--- config.mk ---
export PLATFORM = sky130hd
export DESIGN_NAME = uart_tx_sched
export DESIGN_NICKNAME = d
export VERILOG_FILES = /design/src/rtl/uart_tx_sched.sv
export SDC_FILE = /design/constraint.sdc
export NUM_CORES = 1
export LEC_CHECK = 0
export CAP_MARGIN = 20
export CORE_ASPECT_RATIO = 1.2
export CORE_MARGIN = 1.5
export CORE_UTILIZATION = 34
export CTS_CLUSTER_DIAMETER = 100
export DETAILED_ROUTE_END_ITERATION = 12
export PLACE_DENSITY = 0.75
export SYNTH_ARGS = -nofsm -noshare
export SYNTH_HDL_FRONTEND = slang
export SYNTH_SLANG_ARGS = --single-unit
--- constraint.sdc ---
create_clock -name clk_i -period 1.42 [get_ports clk_i]
set_input_delay 0.213 -clock clk_i [delete_from_list [all_inputs] [get_ports clk_i]]
set_output_delay 0.213 -clock clk_i [all_outputs]
set_load 0.01 [all_outputs]
--- src/rtl/uart_tx_sched.sv ---
// UART TX scheduler: round-robin byte arbitration across requesters and the
// START/DATA/PARITY/CRC/STOP sequencing that steers the TX datapath.
`timescale 1ns/1ps

module uart_tx_sched #(
    parameter int N_REQ = 2,
    parameter int IDX_W = (N_REQ > 1) ? $clog2(N_REQ) : 1
) (
    input  logic                 clk_i,
    input  logic                 rst_i,
    input  logic [N_REQ-1:0]     req_i,
    input  logic [8*N_REQ-1:0]   data_i,
    input  logic [N_REQ-1:0]     parity_en_i,
    input  logic [N_REQ-1:0]     crc_en_i,
    output logic [N_REQ-1:0]     ack_o,
    output logic [N_REQ-1:0]     done_o,
    output logic                 busy_o,
    input  logic                 trigger_i,
    input  logic                 start_tx_i,
    input  logic [4:0]           bit_cnt_i,
    output logic [7:0]           data_o,
    output logic                 crc_en_o,
    output logic                 tx_start_cmd_o,
    output logic                 changed_tx_state_o,
    output logic                 is_tx_idle_o,
    output logic                 is_tx_start_o,
    output logic                 is_tx_data_o,
    output logic                 is_tx_pairity_o,
    output logic                 is_tx_crc_o,
    output logic                 is_tx_stop_o,
    output logic [2:0]           state_dbg_o
);

    // Handshake req_i[k]/ack_o[k]: req is a level that the requester holds,
    // together with its byte and enables, until ack; ack is a one-cycle
    // accept pulse. A req withdrawn before its ack is simply never served.

    typedef enum logic [2:0] {
        S_IDLE   = 3'd0,
        S_ARM    = 3'd1,
        S_START  = 3'd2,
        S_DATA   = 3'd3,
        S_PARITY = 3'd4,
        S_CRC    = 3'd5,
        S_STOP   = 3'd6
    } state_t;

    state_t           state_q;
    state_t           state_d;
    logic [IDX_W-1:0] rr_ptr_q;
    logic [IDX_W-1:0] owner_q;
    logic             par_en_q;

    logic [N_REQ-1:0] req_rot;
    logic [IDX_W-1:0] rot_pos;
    logic [IDX_W:0]   win_sum;
    logic [IDX_W-1:0] win_idx;
    logic [IDX_W-1:0] next_ptr;
    logic [7:0]       win_data;
    logic             win_par;
    logic             win_crc;
    logic [N_REQ-1:0] win_onehot;
    logic [N_REQ-1:0] owner_onehot;
    logic             grant;
    logic             step;

    // Rotate requests so that bit 0 is the requester rr_ptr points at.
    assign req_rot = N_REQ'({req_i, req_i} >> rr_ptr_q);

    always_comb begin
        rot_pos = '0;
        for (int i = N_REQ - 1; i >= 0; i--) begin
            if (req_rot[i]) begin
                rot_pos = i[IDX_W-1:0];
            end
        end
    end

    assign win_sum  = {1'b0, rr_ptr_q} + {1'b0, rot_pos};
    assign win_idx  = (win_sum >= (IDX_W+1)'(N_REQ))
                    ? IDX_W'(win_sum - (IDX_W+1)'(N_REQ))
                    : win_sum[IDX_W-1:0];
    assign next_ptr = (win_idx == IDX_W'(N_REQ - 1)) ? '0 : win_idx + 1'b1;

    always_comb begin
        win_data = '0;
        win_par  = 1'b0;
        win_crc  = 1'b0;
        for (int k = 0; k < N_REQ; k++) begin
            if (win_idx == IDX_W'(k)) begin
                win_data = data_i[8*k +: 8];
                win_par  = parity_en_i[k];
                win_crc  = crc_en_i[k];
            end
        end
    end

    assign win_onehot   = N_REQ'(1) << win_idx;
    assign owner_onehot = N_REQ'(1) << owner_q;

    // A state ends on its last bit: single-bit states always, byte states at bit 7.
    always_comb begin
        changed_tx_state_o = 1'b0;
        case (state_q)
            S_START, S_PARITY, S_STOP: changed_tx_state_o = 1'b1;
            S_DATA, S_CRC:             changed_tx_state_o = (bit_cnt_i == 5'd7);
            default:                   changed_tx_state_o = 1'b0;
        endcase
    end

    assign step  = trigger_i & changed_tx_state_o;
    assign grant = (state_q == S_IDLE) & (|req_i);

    always_comb begin
        state_d = state_q;
        case (state_q)
            S_IDLE: begin
                if (grant) state_d = S_ARM;
            end
            S_ARM: begin
                if (trigger_i && start_tx_i) state_d = S_START;
            end
            S_START: begin
                if (step) state_d = S_DATA;
            end
            S_DATA: begin
                if (step) begin
                    if (par_en_q)      state_d = S_PARITY;
                    else if (crc_en_o) state_d = S_CRC;
                    else               state_d = S_STOP;
                end
            end
            S_PARITY: begin
                if (step) state_d = crc_en_o ? S_CRC : S_STOP;
            end
            S_CRC: begin
                if (step) state_d = S_STOP;
            end
            S_STOP: begin
                if (step) state_d = S_IDLE;
            end
            default: state_d = S_IDLE;
        endcase
    end

    always_ff @(posedge clk_i or posedge rst_i) begin
        if (rst_i) begin
            state_q <= S_IDLE;
        end else begin
            state_q <= state_d;
        end
    end

    always_ff @(posedge clk_i or posedge rst_i) begin
        if (rst_i) begin
            rr_ptr_q       <= '0;
            owner_q        <= '0;
            data_o         <= '0;
            crc_en_o       <= 1'b0;
            par_en_q       <= 1'b0;
            ack_o          <= '0;
            done_o         <= '0;
            tx_start_cmd_o <= 1'b0;
        end else begin
            ack_o          <= '0;
            done_o         <= '0;
            tx_start_cmd_o <= 1'b0;
            if (grant) begin
                rr_ptr_q       <= next_ptr;
                owner_q        <= win_idx;
                data_o         <= win_data;
                crc_en_o       <= win_crc;
                par_en_q       <= win_par;
                ack_o          <= win_onehot;
                tx_start_cmd_o <= 1'b1;
            end
            if (state_q == S_STOP && step) begin
                done_o <= owner_onehot;
            end
        end
    end

    // ARM still reports idle to the datapath: the frame has not started yet.
    assign is_tx_idle_o    = (state_q == S_IDLE) || (state_q == S_ARM);
    assign is_tx_start_o   = (state_q == S_START);
    assign is_tx_data_o    = (state_q == S_DATA);
    assign is_tx_pairity_o = (state_q == S_PARITY);
    assign is_tx_crc_o     = (state_q == S_CRC);
    assign is_tx_stop_o    = (state_q == S_STOP);
    assign busy_o          = (state_q != S_IDLE);
    assign state_dbg_o     = state_q;

endmodule

==> qor.yml, run 1 <==
placement:
  hpwl_um: 2160
  port-buffer-count: 55
  place.gp.congestion: 0.835
  place_area_mm2: 0.00171
  dpl_worst_slack_ns: -0.542
cells_and_area:
  multi_input_area_um2: 443
  drive_above_1_share: 0.317
  regArea_um2: 502
  fillers: 237
  diodes: 0
  final_area_mm2: 0.00185
  syn_to_final_growth_pct: 85.3
  final_net_count: 212
critical_path:
  timing.rr.start: "state_dbg_o[1]"
  critPathSlowestCell: "dfrtp_1"
  critPathMaxStageDelay_ns: 0.42
  worstPathCellList: "buf_6 -> a211o_1 -> a21oi_2 -> buf_2"
  worst-setup-path-type: "register to output pin"
  crit_required_ns: 1.21
  end_kind: "output pin"
  worstPathArrival_ns: 1.35
  r2r_end: "data_o[6]"
  r2r_cells: 6
  crit_path_start_kind: "register"
  cp_max_fo: 2
  reg2reg_slack_ns: -0.06
floorplanning:
  initial_core_util: 0.358
  die_h_um: 62.3
  design.die.area_mm2: 0.00326
  ios: 56
  core_area_mm2: 0.00279
  rows: 21
  die_w_um: 52.4
routing:
  num_vias: 1119
  drc: 0
  first_pass_iters: 5
  postRouteAntennaNets: 0
  drt_iter0_markers: 36
  drt_wl_total_um: 3130
  wl_per_cell_um: 14.6
  avgViaCountPerCell: 5.23
pwr:
  p_leak_nw: 1.05
  ir_drop_uv: 909
  p_per_area_mw_per_mm2: 1180
global_route:
  antenna_found_initial: 0
  overflow: 0
  grt_pass1_vias: 1129
  grt_max_degree: 21
  grt_first_pass_wirelength_um: 4830
  grt_use_total: 0.194
cts:
  htree_levels: 1
  cts_tree: "yes"
  numCtsBuffers: 3
  worstSkewPairLatency_ns: 0.31
  cts_sinks: 20
  clk_pin_slew_worst_paths_ns: 0.12
  clk_path_buf_depth: 2
  root_buffer: "clkbuf_4"
timing:
  finalCritPeriodShare: 1.10
  fmax_mhz: 640
  hold_viol: 0
  slew_headroom: 0.747
  setup_viol: 18
  setup_ws_ns: -0.143
  skew_ns: 0.0106
  grt_setup_unrepaired: "true"
  period_needed_ns: 1.56
  finalMaxSlewViolations: 0
  worstMarginPinSlew_ns: 0.378
yosys:
  synthCells: 100
  synth_warnings: 0
  syn_area_per_cell_um2: 9.96
  syn-num-nets: 131
  synth_seq_area_share: 0.503
  synthDistinctLibCells: 31
  ys_ff_latch: 20
  syn_area_um2: 996
min_path:
  worst_hold_path_type: "primary input to async pin"
run:
  maxCapViolations: 0
run_status:
  violations: "setup timing"
  outcome: "complete, but fails checks"
==> cells in the mapped netlist <==
master	n	share of area
nand3_1	2	0.010
o21a_1	1	0.0075
a21boi_0	1	0.0075
a21oi_1	4	0.020
and3_4	1	0.011
buf_4	1	0.0075
o22ai_1	1	0.0063
dfrtp_1	20	0.50
nand4bb_1	1	0.011
o21ai_0	4	0.020
nand2_1	5	0.019
a21o_1	1	0.0075
nor3b_1	2	0.015
buf_6	2	0.023
a211oi_1	1	0.0075
nand2b_1	2	0.013
inv_1	17	0.064
buf_2	2	0.010
a31oi_1	1	0.0063
nor3_1	4	0.020
nand4b_1	1	0.0088
a211o_1	1	0.0088
o211a_1	1	0.010
xor2_1	1	0.0088
o21ai_2	1	0.0088
nor3_4	1	0.016
and3_1	2	0.013
nor4_1	1	0.0063
clkbuf_1	2	0.0075
nor2_1	6	0.023
a222oi_1	10	0.10
==> cell usage in the layout (no fill, tap or decap), types with 3 or more instances in the layout <==
cell type         n
nor2_1            3
nand2_1           5
buf_4            20
buf_6             9
buf_2             8
nor3_1            3
dlygate4sd2_1    10
inv_1            15
clkbuf_4          3
a222oi_1         10
dfrtp_1          19
o21ai_0           3
clkdlybuf4s50_1  30
a21oi_1           3
dlymetal6s2s_1    5
==> cells by family (layout without fill, tap and decap cells) <==
| logic type | after synthesis | count (layout) | synth area share |
|---|---|---|---|
| XOR/XNOR | 1 | 1 | 0.00880 |
| AO/OA/AOI/OAI | 27 | 27 | 0.211 |
| AND/OR/NAND/NOR | 28 | 29 | 0.166 |
| flip-flops | 20 | 20 | 0.503 |
| buffers and inverters | 24 | 103 | 0.112 |
==> critical path, delay by kind of cell (launching register included) <==
family          cells  cell delay (ns)
compound gates      2             0.36
buf+inv             2             0.26
flops               1             0.42
==> through the flow <==
stage / total power, mW / cells / setup TNS (ns) / utilization / hold slack [ns]
2_1_floorplan: 1.19 / 100 / 0 / - / 0.177
4_1_cts: 2.18 / 213 / -1.41 / 0.658 / 0.220
5_1_grt: 2.31 / 214 / -2.66 / 0.663 / 0.243
3_5_place_dp: 1.70 / 202 / -3.57 / 0.613 / 0.419
3_3_place_gp: 1.67 / 202 / -2.79 / 0.613 / 0.413
6_report: 2.18 / 214 / -0.877 / 0.663 / 0.209
==> sequential cells by signal, summed over array words and instances, names as in the netlist <==
name and count:
data_o 8, state_dbg_o 3, owner_q 1, crc_en_o 1, par_en_q 1, tx_start_cmd_o 1, rr_ptr_q 1, ack_o 2
done_o 2
==> cell type report <==
cell class | count | area share
timing repair buffer | 82 | 0.402
sequential | 20 | 0.272
multi-input combinational | 57 | 0.240
inverter | 17 | 0.0346
tap | 34 | 0.0231
clock inverter | 1 | 0.0163
clock buffer | 3 | 0.0122
==> worst max-delay path by stage <==
stage / start / to / slack (ns) / cells past startpoint
2_1_floorplan: state_dbg_o[1] / changed_tx_state_o / 0.02 / 4
4_1_cts: state_dbg_o[1] / changed_tx_state_o / -0.17 / 4
5_1_grt: state_dbg_o[1] / changed_tx_state_o / -0.26 / 4
3_5_place_dp: bit_cnt_i[3] / changed_tx_state_o / -0.54 / 5
6_report: state_dbg_o[1] / changed_tx_state_o / -0.14 / 4
3_3_place_gp: bit_cnt_i[3] / changed_tx_state_o / -0.48 / 5
==> power by group <==
part / leakage, nW / total (mW) / switching [mW] / internal [mW]
clock network: 0.0279 / 0.470 / 0.184 / 0.286
registers: 0.256 / 0.788 / 0.0835 / 0.705
logic: 0.763 / 0.919 / 0.420 / 0.499
==> metal layers <==
metal	global-route usage	wire, um
met5	0	0
met4	0.0833	76
met3	0.0433	251
met2	0.344	1590
met1	0.213	1210
==> repair_timing <==
action,CTS,global route
cloned,0,1
gates resized for setup,71,8
setup buffers,7,1
setup endpoints to repair,33,26
endpoints found under the hold margin,0,0
pin swaps,7,9
hold buffers,0,0
No activity file was read; power rests on OpenSTA's default activity.
==> run 2: changes to the inputs <==
ABC_AREA = 1   (was unset)
CORE_UTILIZATION = 35   (was 34)
PLACE_DENSITY = 0.76   (was 0.75)
==> run 2 against run 1 <==
Compared with the run above: the flow still finishes with violations (setup timing); register-to-register slack got worse by 0.04 ns; sequential power is 23% higher; non-clock buffer count grew 9; utilization rose by 9.8 points; final cell count up 21%; combinational power grew to 3.0 times the previous value; clock skew down 0.0057 ns; fmax increased by 0.38%; largest cell class unchanged; largest power group unchanged.
==> qor.yml, run 2 <==
yosys:
  syn_area_per_cell_um2: 7.82  # was 9.96 um^2
  syn-num-nets: 165  # was 131
  synthCells: 134  # was 100
  synth_seq_area_share: 0.478  # was 0.503
  yosysMostFrequentCell: "nand2_1"  # was dfrtp_1
  synth_warnings: 0  # unchanged
  synthDominantCellAreaShare: 0.478  # was 0.503
  synth_area_leaders: "dfrtp_1 48%, nand2_1 18%, nand3_1 7.2%, inv_1 5.0%, buf_6 2.2%"  # was dfrtp_1 50%, a222oi_1 10%, inv_1 6.4%, buf_6 2.3%, nor2_1 2.3%
  synthArstFlopShare: 1.00  # unchanged
  ys_ff_latch: 20  # unchanged
  syn_area_mm2: 0.00105  # was 996 um^2
  ys_top_cells_by_count: "50 x nand2_1, 20 x dfrtp_1, 15 x nand3_1"  # was 20 x dfrtp_1, 17 x inv_1, 10 x a222oi_1
  synth_flop_cell: "dfrtp_1"  # unchanged
  synth_edf_count: 0  # unchanged
  yosys.area.top_type: "dfrtp_1"  # unchanged
  synthDistinctLibCells: 20  # was 31
global_route:
  grt_pass1_vias: 1318  # was 1129
  grt-busiest-layer: "met2"  # unchanged
  grt_use_met3: 0.0287  # was 0.0433
  antenna_found_initial: 0  # unchanged
  grt_first_pass_wirelength_um: 5330  # was 4830 um
  grt_max_degree: 21  # unchanged
  overflow: 0  # unchanged
  grt.met1_usage: 0.224  # was 0.213
  grt_use_total: 0.212  # was 0.194
  use_met2: 0.392  # was 0.344
cells_and_area:
  final_cell_mix: "30 x nand2_1, 30 x clkdlybuf4s50_1, 21 x nand2_2, 20 x buf_6"  # was 30 x clkdlybuf4s50_1, 20 x buf_4, 19 x dfrtp_1, 15 x inv_1
  largest_reg_flops: 8  # unchanged
  drive_above_1_share: 0.444  # was 0.317
  syn_to_final_growth_pct: 104  # was 85.3%
  fillers: 184  # was 237
  diodes: 0  # unchanged
  top_register: "data_o"  # unchanged
  final_net_count: 257  # was 212
floorplanning:
  die_h_um: 62.9  # was 62.3 um
  rows: 21  # unchanged
  core_area_mm2: 0.00281  # was 0.00279 mm^2
  initial_core_util: 0.372  # was 0.358
  die_w_um: 52.9  # was 52.4 um
  ios: 56  # unchanged
  design.die.area_mm2: 0.00333  # was 0.00326 mm^2
timing:
  grt_setup_unrepaired: "true"  # unchanged
  period_needed_ns: 1.56  # about the same
  hold_viol: 0  # unchanged
  holdWs_ns: 0.253  # was 0.209 ns
  fmax_mhz: 642  # was 640 MHz
  setup_viol: 23  # was 18
  setup_tns_ns: -1.64  # was -0.877 ns
  finalCritPeriodShare: 1.10  # about the same
  skew_ns: 0.00490  # was 0.0106 ns
  worstMarginPinSlew_ns: 0.262  # was 0.378 ns
  slew_headroom: 0.825  # was 0.747
  setup_ws_ns: -0.137  # was -0.143 ns
  finalMaxSlewViolations: 0  # unchanged
run_status:
  violations: "setup timing"  # unchanged
  outcome: "complete, but fails checks"  # unchanged
routing:
  wl_per_cell_um: 13.4  # was 14.6 um
  drc: 0  # unchanged
  drt_iter0_markers: 9  # was 36
  first_pass_iters: 3  # was 5
  drt_wl_total_um: 3470  # was 3130 um
  num_vias: 1261  # was 1119
  avgViaCountPerCell: 4.87  # was 5.23
  postRouteAntennaNets: 0  # unchanged
cts:
  htree_levels: 1  # unchanged
  cts_tree: "yes"  # unchanged
  root_buffer: "clkbuf_4"  # unchanged
  cts_sinks: 20  # unchanged
  numCtsBuffers: 3  # unchanged
  worstSkewPairLatency_ns: 0.31  # about the same
  clk_path_buf_depth: 2  # unchanged
  clk_pin_slew_worst_paths_ns: 0.11  # was 0.12 ns
critical_path:
  end_kind: "output pin"  # unchanged
  crit_path_start_kind: "register"  # unchanged
  worst-setup-path-type: "register to output pin"  # unchanged
  cp_max_fo: 3  # was 2
  worstPathArrival_ns: 1.34  # was 1.35 ns
  crit_required_ns: 1.21  # about the same
placement:
  hpwl_um: 2220  # was 2160 um
  place.gp.congestion: 0.865  # was 0.835
  port-buffer-count: 55  # unchanged
run:
  maxCapViolations: 0  # unchanged
min_path:
  worst_hold_path_type: "primary input to async pin"  # unchanged
pwr:
  p_per_area_mw_per_mm2: 1920  # was 1180 mW/mm^2
  ir_drop_uv: 1050  # was 909 uV
  power_mw: 4.09  # was 2.18 mW
  p_leak_nw: 1.16  # was 1.05 nW
## run 2: cell count changes after synthesis, sizes merged, moves of 3 or more
cell,change
a222oi,-10
o211ai,+4
and3,-3
nand2,+48
nor2,+4
nand3,+13
## run 2: worst max-delay path, stage by stage (launching register included)
cell,delay [ns]
dfrtp_1,0.42
buf_4,0.15
a21oi_2,0.12
nand2_1,0.07
a21oi_1,0.13
buf_2,0.14
## run 2: power breakdown
| part | total [mW] | internal [mW] | switching (mW) |
|---|---|---|---|
| Sequential | 0.967 | 0.819 | 0.147 |
| Combinational | 2.79 | 1.44 | 1.35 |
| Clock | 0.341 | 0.157 | 0.184 |
## run 2: layout make-up
class / instances / area [um^2] / share of cell area
timing repair buffer: 91 / 876 / 0.410
multi-input combinational: 94 / 609 / 0.285
sequential: 20 / 503 / 0.235
inverter: 16 / 70.1 / 0.0328
tap: 34 / 42.5 / 0.0199
clock buffer: 4 / 36.3 / 0.0170
## run 2: timing repair
item	in CTS	in global routing
setup endpoints to repair	35	32
pin swaps	7	16
gates cloned	2	0
setup buffers	10	4
gates resized for setup	71	54
hold buffers	0	0
## run 2: per-stage QoR
stage / utilization / instance area (um^2) / cells / setup WS, ns
global route: 0.760 / 2140 / 259 / -0.213
CTS: 0.684 / 1920 / 256 / -0.111
global placement: 0.630 / 1770 / 241 / -0.313
floorplan: - / 1050 / 134 / 0.0457
finish: 0.760 / 2140 / 259 / -0.137
detailed placement: 0.630 / 1770 / 241 / -0.347
## run 2: routing by layer
layer	wire length, um	share of wire	vias up
met5	0	0	-
met4	102	0.029	0
met3	215	0.062	11
met2	1830	0.53	57
met1	1320	0.38	589
li1	-	-	604
## run 2: worst paths after layout
kind	cells past startpoint	endpoint	slack, ns	start
max in group asynchronous	3	state_dbg_o[0]	0.94	rst_i
worst max-delay path	5	changed_tx_state_o	-0.14	state_dbg_o[1]
worst min-delay path	3	data_o[0]	0.25	rst_i
worst min register to register	1	done_o[0]	0.44	owner_q
worst max register to register	8	par_en_q	-0.10	state_dbg_o[2]
min in group clk_i	1	done_o[0]	0.44	owner_q
## run 2: cell families after synthesis
| kind of cell | after synthesis | synth area share |
|---|---|---|
| simple gates | 83 | 0.354 |
| buf+inv | 20 | 0.0908 |
| compound gates | 11 | 0.0777 |
| flops | 20 | 0.478 |
==> run 3: changes to the inputs <==
ABC_AREA = unset   (was 1)
CORE_UTILIZATION = 34   (was 35)
PLACE_DENSITY = 0.75   (was 0.76)
==> results of run 3 <==
Same layout as run 1: the final DEF is identical, and so are final timing and power.
